[src/rtl/pc_branch_sequencer.sv]
// ---------------------------------------------------------------------------
// pc_branch_sequencer
//
// Multi-cycle program-counter sequencer for a CBZ / CBNZ / B capable core.
// Each instruction walks FETCH -> EXEC -> UPDATE. After reset a single IDLE
// cycle precedes the first FETCH.
//
// Handshakes (one rule for both): a transfer happens on the rising clock
// edge where the sequencer is in the waiting state and the partner's flag is
// high. In FETCH, fetch_req is the valid and imem_ready is the ready. In
// EXEC, exec_valid marks Zero/branch controls/SEout as valid and the
// sequencer is always ready. A flag seen outside its own state is ignored.
//
// Ports
//   clock          system clock, all state moves on the rising edge
//   reset          asynchronous, active-high
//   Branch         CBZ  : taken when Zero = 1
//   BranchNZ       CBNZ : taken when Zero = 0
//   UncondBranch   B    : always taken
//   Zero           ALU zero flag, valid with exec_valid
//   SEout[63:0]    sign-extended word offset of the branch
//   exec_valid     RF/ALU result valid this cycle
//   imem_ready     instruction memory accepted the fetch at PC
//   PC[63:0]       current program counter
//   fetch_req      instruction request at PC (FETCH only)
//   branch_taken   one-cycle pulse in UPDATE when a taken branch commits
//   instr_count    retired-instruction counter, wraps at 2^32
//   state_dbg[1:0] current FSM state for observation
// ---------------------------------------------------------------------------
module pc_branch_sequencer #(
    parameter logic [63:0] RESET_PC = 64'h0
) (
    input  logic        clock,
    input  logic        reset,
    input  logic        Branch,
    input  logic        BranchNZ,
    input  logic        UncondBranch,
    input  logic        Zero,
    input  logic [63:0] SEout,
    input  logic        exec_valid,
    input  logic        imem_ready,
    output logic [63:0] PC,
    output logic        fetch_req,
    output logic        branch_taken,
    output logic [31:0] instr_count,
    output logic [1:0]  state_dbg
);

    typedef enum logic [1:0] {
        IDLE   = 2'd0,
        FETCH  = 2'd1,
        EXEC   = 2'd2,
        UPDATE = 2'd3
    } state_t;

    state_t      state_q, state_d;
    logic [63:0] pc_q, pc_d;
    logic [63:0] target_q, target_d;
    logic        taken_q, taken_d;
    logic [31:0] instr_count_q, instr_count_d;
    logic        taken_now;

    // Several controls may be asserted at once; they simply OR together.
    assign taken_now = UncondBranch | (Branch & Zero) | (BranchNZ & ~Zero);

    always_comb begin
        state_d       = state_q;
        pc_d          = pc_q;
        target_d      = target_q;
        taken_d       = taken_q;
        instr_count_d = instr_count_q;
        fetch_req     = 1'b0;
        branch_taken  = 1'b0;

        case (state_q)
            IDLE: begin
                state_d = FETCH;
            end
            FETCH: begin
                fetch_req = 1'b1;
                if (imem_ready) begin
                    state_d = EXEC;
                end
            end
            EXEC: begin
                if (exec_valid) begin
                    taken_d  = taken_now;
                    // Word offset to byte offset; wraps modulo 2^64, so a
                    // negative SEout gives a backward target.
                    target_d = pc_q + (SEout << 2);
                    state_d  = UPDATE;
                end
            end
            UPDATE: begin
                branch_taken  = taken_q;
                pc_d          = taken_q ? target_q : pc_q + 64'd4;
                instr_count_d = instr_count_q + 32'd1;
                taken_d       = 1'b0;
                state_d       = FETCH;
            end
            default: begin
                state_d = IDLE;
            end
        endcase
    end

    // Outputs are decoded from state, so the async reset clears fetch_req
    // and branch_taken immediately along with the state.
    always_ff @(posedge clock or posedge reset) begin
        if (reset) begin
            state_q       <= IDLE;
            pc_q          <= RESET_PC;
            target_q      <= 64'd0;
            taken_q       <= 1'b0;
            instr_count_q <= 32'd0;
        end else begin
            state_q       <= state_d;
            pc_q          <= pc_d;
            target_q      <= target_d;
            taken_q       <= taken_d;
            instr_count_q <= instr_count_d;
        end
    end

    assign PC          = pc_q;
    assign instr_count = instr_count_q;
    assign state_dbg   = state_q;

endmodule

[config.mk]
export PLATFORM = sky130hd
export DESIGN_NAME = pc_branch_sequencer
export DESIGN_NICKNAME = d
export VERILOG_FILES = /design/src/rtl/pc_branch_sequencer.sv
export SDC_FILE = /design/constraint.sdc
export NUM_CORES = 1
export LEC_CHECK = 0
export ABC_AREA = 1
export ABC_CLOCK_PERIOD_IN_PS = 5200
export BUFFER_PORTS_ARGS = -buffer_cell sky130_fd_sc_hd__clkbuf_2
export CAP_MARGIN = 20
export CORE_MARGIN = 3
export CORE_UTILIZATION = 55
export CTS_CLUSTER_DIAMETER = 80
export DETAILED_ROUTE_END_ITERATION = 8
export PLACE_DENSITY = 0.79
export SKIP_CTS_REPAIR_TIMING = 1
export SLEW_MARGIN = 40
export SYNTH_ARGS = -nofsm -noshare
export SYNTH_HDL_FRONTEND = slang
export SYNTH_SLANG_ARGS = --single-unit
[constraint.sdc]
create_clock -name clock -period 5.2 [get_ports clock]
set_input_delay 0.52 -clock clock [delete_from_list [all_inputs] [get_ports clock]]
set_output_delay 0.52 -clock clock [all_outputs]
set_load 0.01 [all_outputs]
# Word-level counts from Yosys, hierarchy flattened
# Cells that the tools add are included.
[totals] ff_bits=163 input_bits=72 word_cells=32
[classes] addsub=3 n_eq_ne=5 mux=8 n_bitwise=5 reduce_logical=6
[op_table] operator="$add A64 B3 Y64 const B" count=1
[op_table] operator="$add A64 B64 Y64" count=1
[op_table] operator="$mux W64" count=1
[op_table] operator="$add A32 B1 Y32 const B" count=1
[op_table] operator="$pmux W2 S3" count=1
[op_table] operator="$reduce_and A2 Y1" count=3
[op_table] operator="$eq A2 B2 Y1 const B" count=2
[op_table] operator="$mux W2" count=2
[op_table] operator="$ne A2 B2 Y1 const B" count=2
[op_table] operator="$mux W1" count=3
[op_table] operator="$and A1 B1 Y1" count=2
[op_table] operator="$eq A2 B1 Y1 const B" count=1
[op_table] operator="$logic_not A2 Y1" count=1
[op_table] operator="$or A1 B1 Y1" count=2
[op_table] operator="$pmux W1 S2" count=1
[op_table] operator="$reduce_bool A2 Y1" count=1
[op_table] operator="$reduce_or A2 Y1" count=1
[op_table] operator="$not A1 Y1" count=1

# Depth between registers and ports, before layout
[logic_depth] depth_word=5 depth_mapped=16

# Worst setup path before layout
# Ideal clock, no wire load.
[synth_path] kind="reg2reg" from="register pc_q[2], in the netlist PC[2]" to="register target_q[46]" arrival_ns=1.938 t_required_ns=5.082 path_slack_ns=3.144 path_stages_with_launch=15 n_path_buf=0 period_less_slack_ns=2.056 path_cell_list="dfrtp_1 ha_1 inv_1 fa_1 nor2_1 or2_2 nand3_1 nand2_1 nand2_1 nand2_1 nand2_1 nand2_1 nand2_1 nand3_1 nand2_1"
[synth_between] elab_chain_cells=1
[synth_lines] element="start: declaration" line_no="57" text="logic [63:0] pc_q, pc_d;"
[synth_lines] element="start signal: assignment" line_no="118" text="pc_q <= pc_d;"
[synth_lines] element="$add A64 B64 Y64" line_no="90" text="target_d = pc_q + (SEout << 2);"
[synth_lines] element="end signal: assignment" line_no="119" text="target_q <= target_d;"
[synth_lines] element="end: declaration" line_no="58" text="logic [63:0] target_q, target_d;"
# Every way passes these cells.
# A chain may end at the register's enable or synchronous reset.

# Worst setup path after layout
[layout_path] from="register state_q[0], in the netlist state_dbg[0]" to="output branch_taken"
[layout_between] elab_chain_cells=2
[layout_lines] element="start: declaration" line_no="56" text="state_t state_q, state_d;"
[layout_lines] element="start signal: assignment" line_no="117" text="state_q <= state_d;"
[layout_lines] element="$eq A2 B2 Y1" line_no="75" text="case (state_q)"
[layout_lines] element="$mux W1" line_no="75"
[layout_lines] element="end: declaration" line_no="44" text="output logic branch_taken,"
# Every way passes these cells.

==> run metrics <==
Yosys cell types 46; sequential fraction of design power a little under 30%; share of flip-flops with an asynchronous set or reset 100%; slew margin rel. between 40% and 50%; post-layout instance count excluding filler cells 2,918; Clock Sink Count around 160; number of nets produced by synthesis ~2,600; Worst Setup Slack post-DPL ~2.4 ns; cell area after technology mapping approximately 15,000 µm²; share of total power in the clock network between 10 and 15%; switching power share of the total 53.2%; simple-gate portion of the synthesized area between 40% and 50%; final number of max-transition violations 0; pin count of the biggest net entering global routing 84; synthesized area divided by synthesized cell count about 6.0 µm²; overall power approximately 8.6 mW; smallest setup slack after layout 2.03 ns; path category of the worst min-delay check input pin to asynchronous set/reset pin; reported leakage power 9.05 nW; number of antenna violations at the first check in global routing 1; drt pass-1 iters 6; number of warning messages in the yosys log 0; number of placed I/O pins roughly 170; number of DRC markers in iteration 0 between 1,500 and 2,000; GPL Wtd Cong ~1; overall routing resource usage approximately 36%; number of synthesized register bits between 150 and 200; Critical Path End Type output port; clock edge transition at the registers on the reported setup and hold paths about 0.070 ns; Max Fclk 315 MHz; crit path cell chain ha_2 -> nand2_1 -> clkinv_1 -> clkbuf_2; Max Fanout on Critical Path 19; vias in the first global route 15,000; remaining antenna violation count after routing 0; instance count of the mapped netlist roughly 2,400; Max-Cap Viols 0; via-per-instance ratio between 5 and 6; Clock Skews approximately 0.014 ns; final sum of negative setup slack 0 ns; worst-case clock buffer depth 2; CTS HTree Levels 4; predominant post-synthesis flop cell dfrtp_1; RSZ-0062 raised after global routing no; Clk Tree Root Cell clkbuf_16; count of placed standard cells including taps 2,885; startpoint types flip-flop; Final HPWL DP 42.4 mm; multiplexer share of the synthesized area less than 1%; proportion of layout cells with a drive suffix above 1 10.3%; biggest cell delay along the critical path roughly 0.76 ns; critical path arrival around 2.7 ns; area enclosed by the die boundary about 28,000 µm²; diode count 0; total of buffers placed on input and output ports roughly 170; worst setup path category flip-flop to output port; final-report setup violation count 0; CTS tree built; Least-Margin Pin Slew between 0.7 and 0.8 ns; GR Overflow Total 0; total detailed-routing wirelength 52.3 mm; starting density of the core 56.9%; Die Span X approximately 170 µm; worst vdd rail ir drop about 0.53 mV; power density over the cells approximately 530 nW/µm²; number of remaining DRC errors 0; fraction of synthesized cell area in xor and xnor cells around 3.9%; Via Count between 15,000 and 20,000; data required time of the worst path roughly 4.7 ns; switching power summed over all nets about 4.6 mW; WL per Instance 17.9 µm; Inserted Clock Buffers 17; largest family of logic cells by synthesized area simple AND/OR/NAND/NOR gates; portion of the post-synthesis area used by sequential elements between 20% and 30%; EDFF count, synth 0; Final Hold Fails 0; internal power 4.03 mW; y dimension of the die between 150 and 200 µm; clock latency on the worst-skew pair between 0.4 and 0.5 ns; Syn-to-layout area delta 12.3%; post-synthesis adder-cell area fraction 5.90%; category of cells accounting for the largest share of critical-path delay buffers and inverters; Tmin final between 3 and 4 ns; Bufs and invs on worst path 2; post-synthesis compound-gate area fraction 8.08%; number of placement rows between 50 and 60; slowest CP cell clkinv_1; number of nets at the end of the flow approximately 2,700; global-route wire length before repair approximately 80 mm; fillers 2,479; Logic pwr share 55.9%; Core Area roughly 26,000 µm²; outcome completed; share of the cycle needed by the critical path after routing between 60% and 70%
[logic make-up after synthesis]
family	after synthesis
adder cells (fa/ha/maj)	68
AND/OR/NAND/NOR	1441
buffers and inverters	464
AO/OA/AOI/OAI	212
XOR/XNOR	65
flip-flops	163
multiplexers	1
[flip-flops by register name, indices dropped and copies added, names as in the netlist]
register / cells
instr_count: 32
PC: 64
taken_q: 1
state_dbg: 2
target_q: 64
[per-layer routing]
layer	global-route usage [%]	routed length, µm	vias to the layer above
li1	-	-	7845
met3	5.37	4860	112
met5	0	8	-
met2	57.7	23100	775
met4	14.5	2150	2
met1	49.7	22200	7408
[layout by cell type (no fill, tap or decap), types with 6 or more instances in the layout]
| cell | count |
|---|---|
| a21oi_1 | 59 |
| buf_4 | 8 |
| clkbuf_16 | 17 |
| clkbuf_2 | 169 |
| dfrtp_1 | 163 |
| ha_1 | 66 |
| inv_1 | 418 |
| inv_2 | 7 |
| nand2_1 | 909 |
| nand2_2 | 8 |
| nand3_1 | 141 |
| nand3b_1 | 11 |
| nand4_1 | 46 |
| nor2_1 | 232 |
| nor2_2 | 8 |
| nor2_4 | 6 |
| nor3_1 | 47 |
| nor3_2 | 7 |
| o211ai_1 | 13 |
| o21ai_0 | 98 |
| o21ai_1 | 7 |
| o21bai_1 | 8 |
| o221ai_1 | 7 |
| o22ai_1 | 13 |
| xnor2_1 | 35 |
| xor2_1 | 30 |
[through the flow]
stage / hold WS (ns) / instance area, µm² / util, %
6_report: 0.0132 / 16300 / 63.9
5_1_grt: 0.0246 / 16300 / 63.9
4_1_cts: 0.252 / 16300 / 63.8
3_5_place_dp: 0.461 / 15700 / 61.5
3_3_place_gp: 0.459 / 15700 / 61.5
2_1_floorplan: 0.444 / 14500 / -
[synth_stat cells (all sizes together) (30+ instances only)]
master	n	area share [%]
xnor2	35	2.1
nor2	247	6.9
inv	426	11
xor2	30	1.8
dfrtp	163	28
nand4	46	2.0
nor3	58	2.5
o21ai	106	3.7
ha	67	5.8
a21oi	59	2.0
nand2	918	24
nand3	146	5.2
[path summary, 6_finish.rpt]
kind / endpoint / start / depth (start not counted) / slack [ns]
min in group clock: taken_q / UncondBranch / 3 / 0.37
max: branch_taken / state_dbg[0] / 4 / 2.03
max in group asynchronous: target_q[42] / reset / 4 / 3.93
min reg2reg: target_q[63] / target_q[63] / 2 / 0.48
max reg2reg: target_q[40] / PC[2] / 13 / 2.34
min: target_q[3] / reset / 2 / 0.01
[power by group through the flow]
stage	combinational [mW]	clock, mW	sequential [mW]
6_report	4.81	1.24	2.56
5_1_grt	5.39	1.30	2.58
4_1_cts	4.73	1.25	2.50
3_5_place_dp	4.70	0	2.52
3_3_place_gp	4.59	0	2.50
2_1_floorplan	3.23	0	2.29
[cell type report]
class	count	area, µm²	area share [%]
multi-input combinational	1787	8710	53.3
sequential	163	4080	25.0
inverter	428	1610	9.87
tap	330	413	2.53
clock inverter	12	123	0.751
timing repair buffer	178	933	5.72
clock buffer	20	457	2.80
Power figures use the tool's default switching activity.
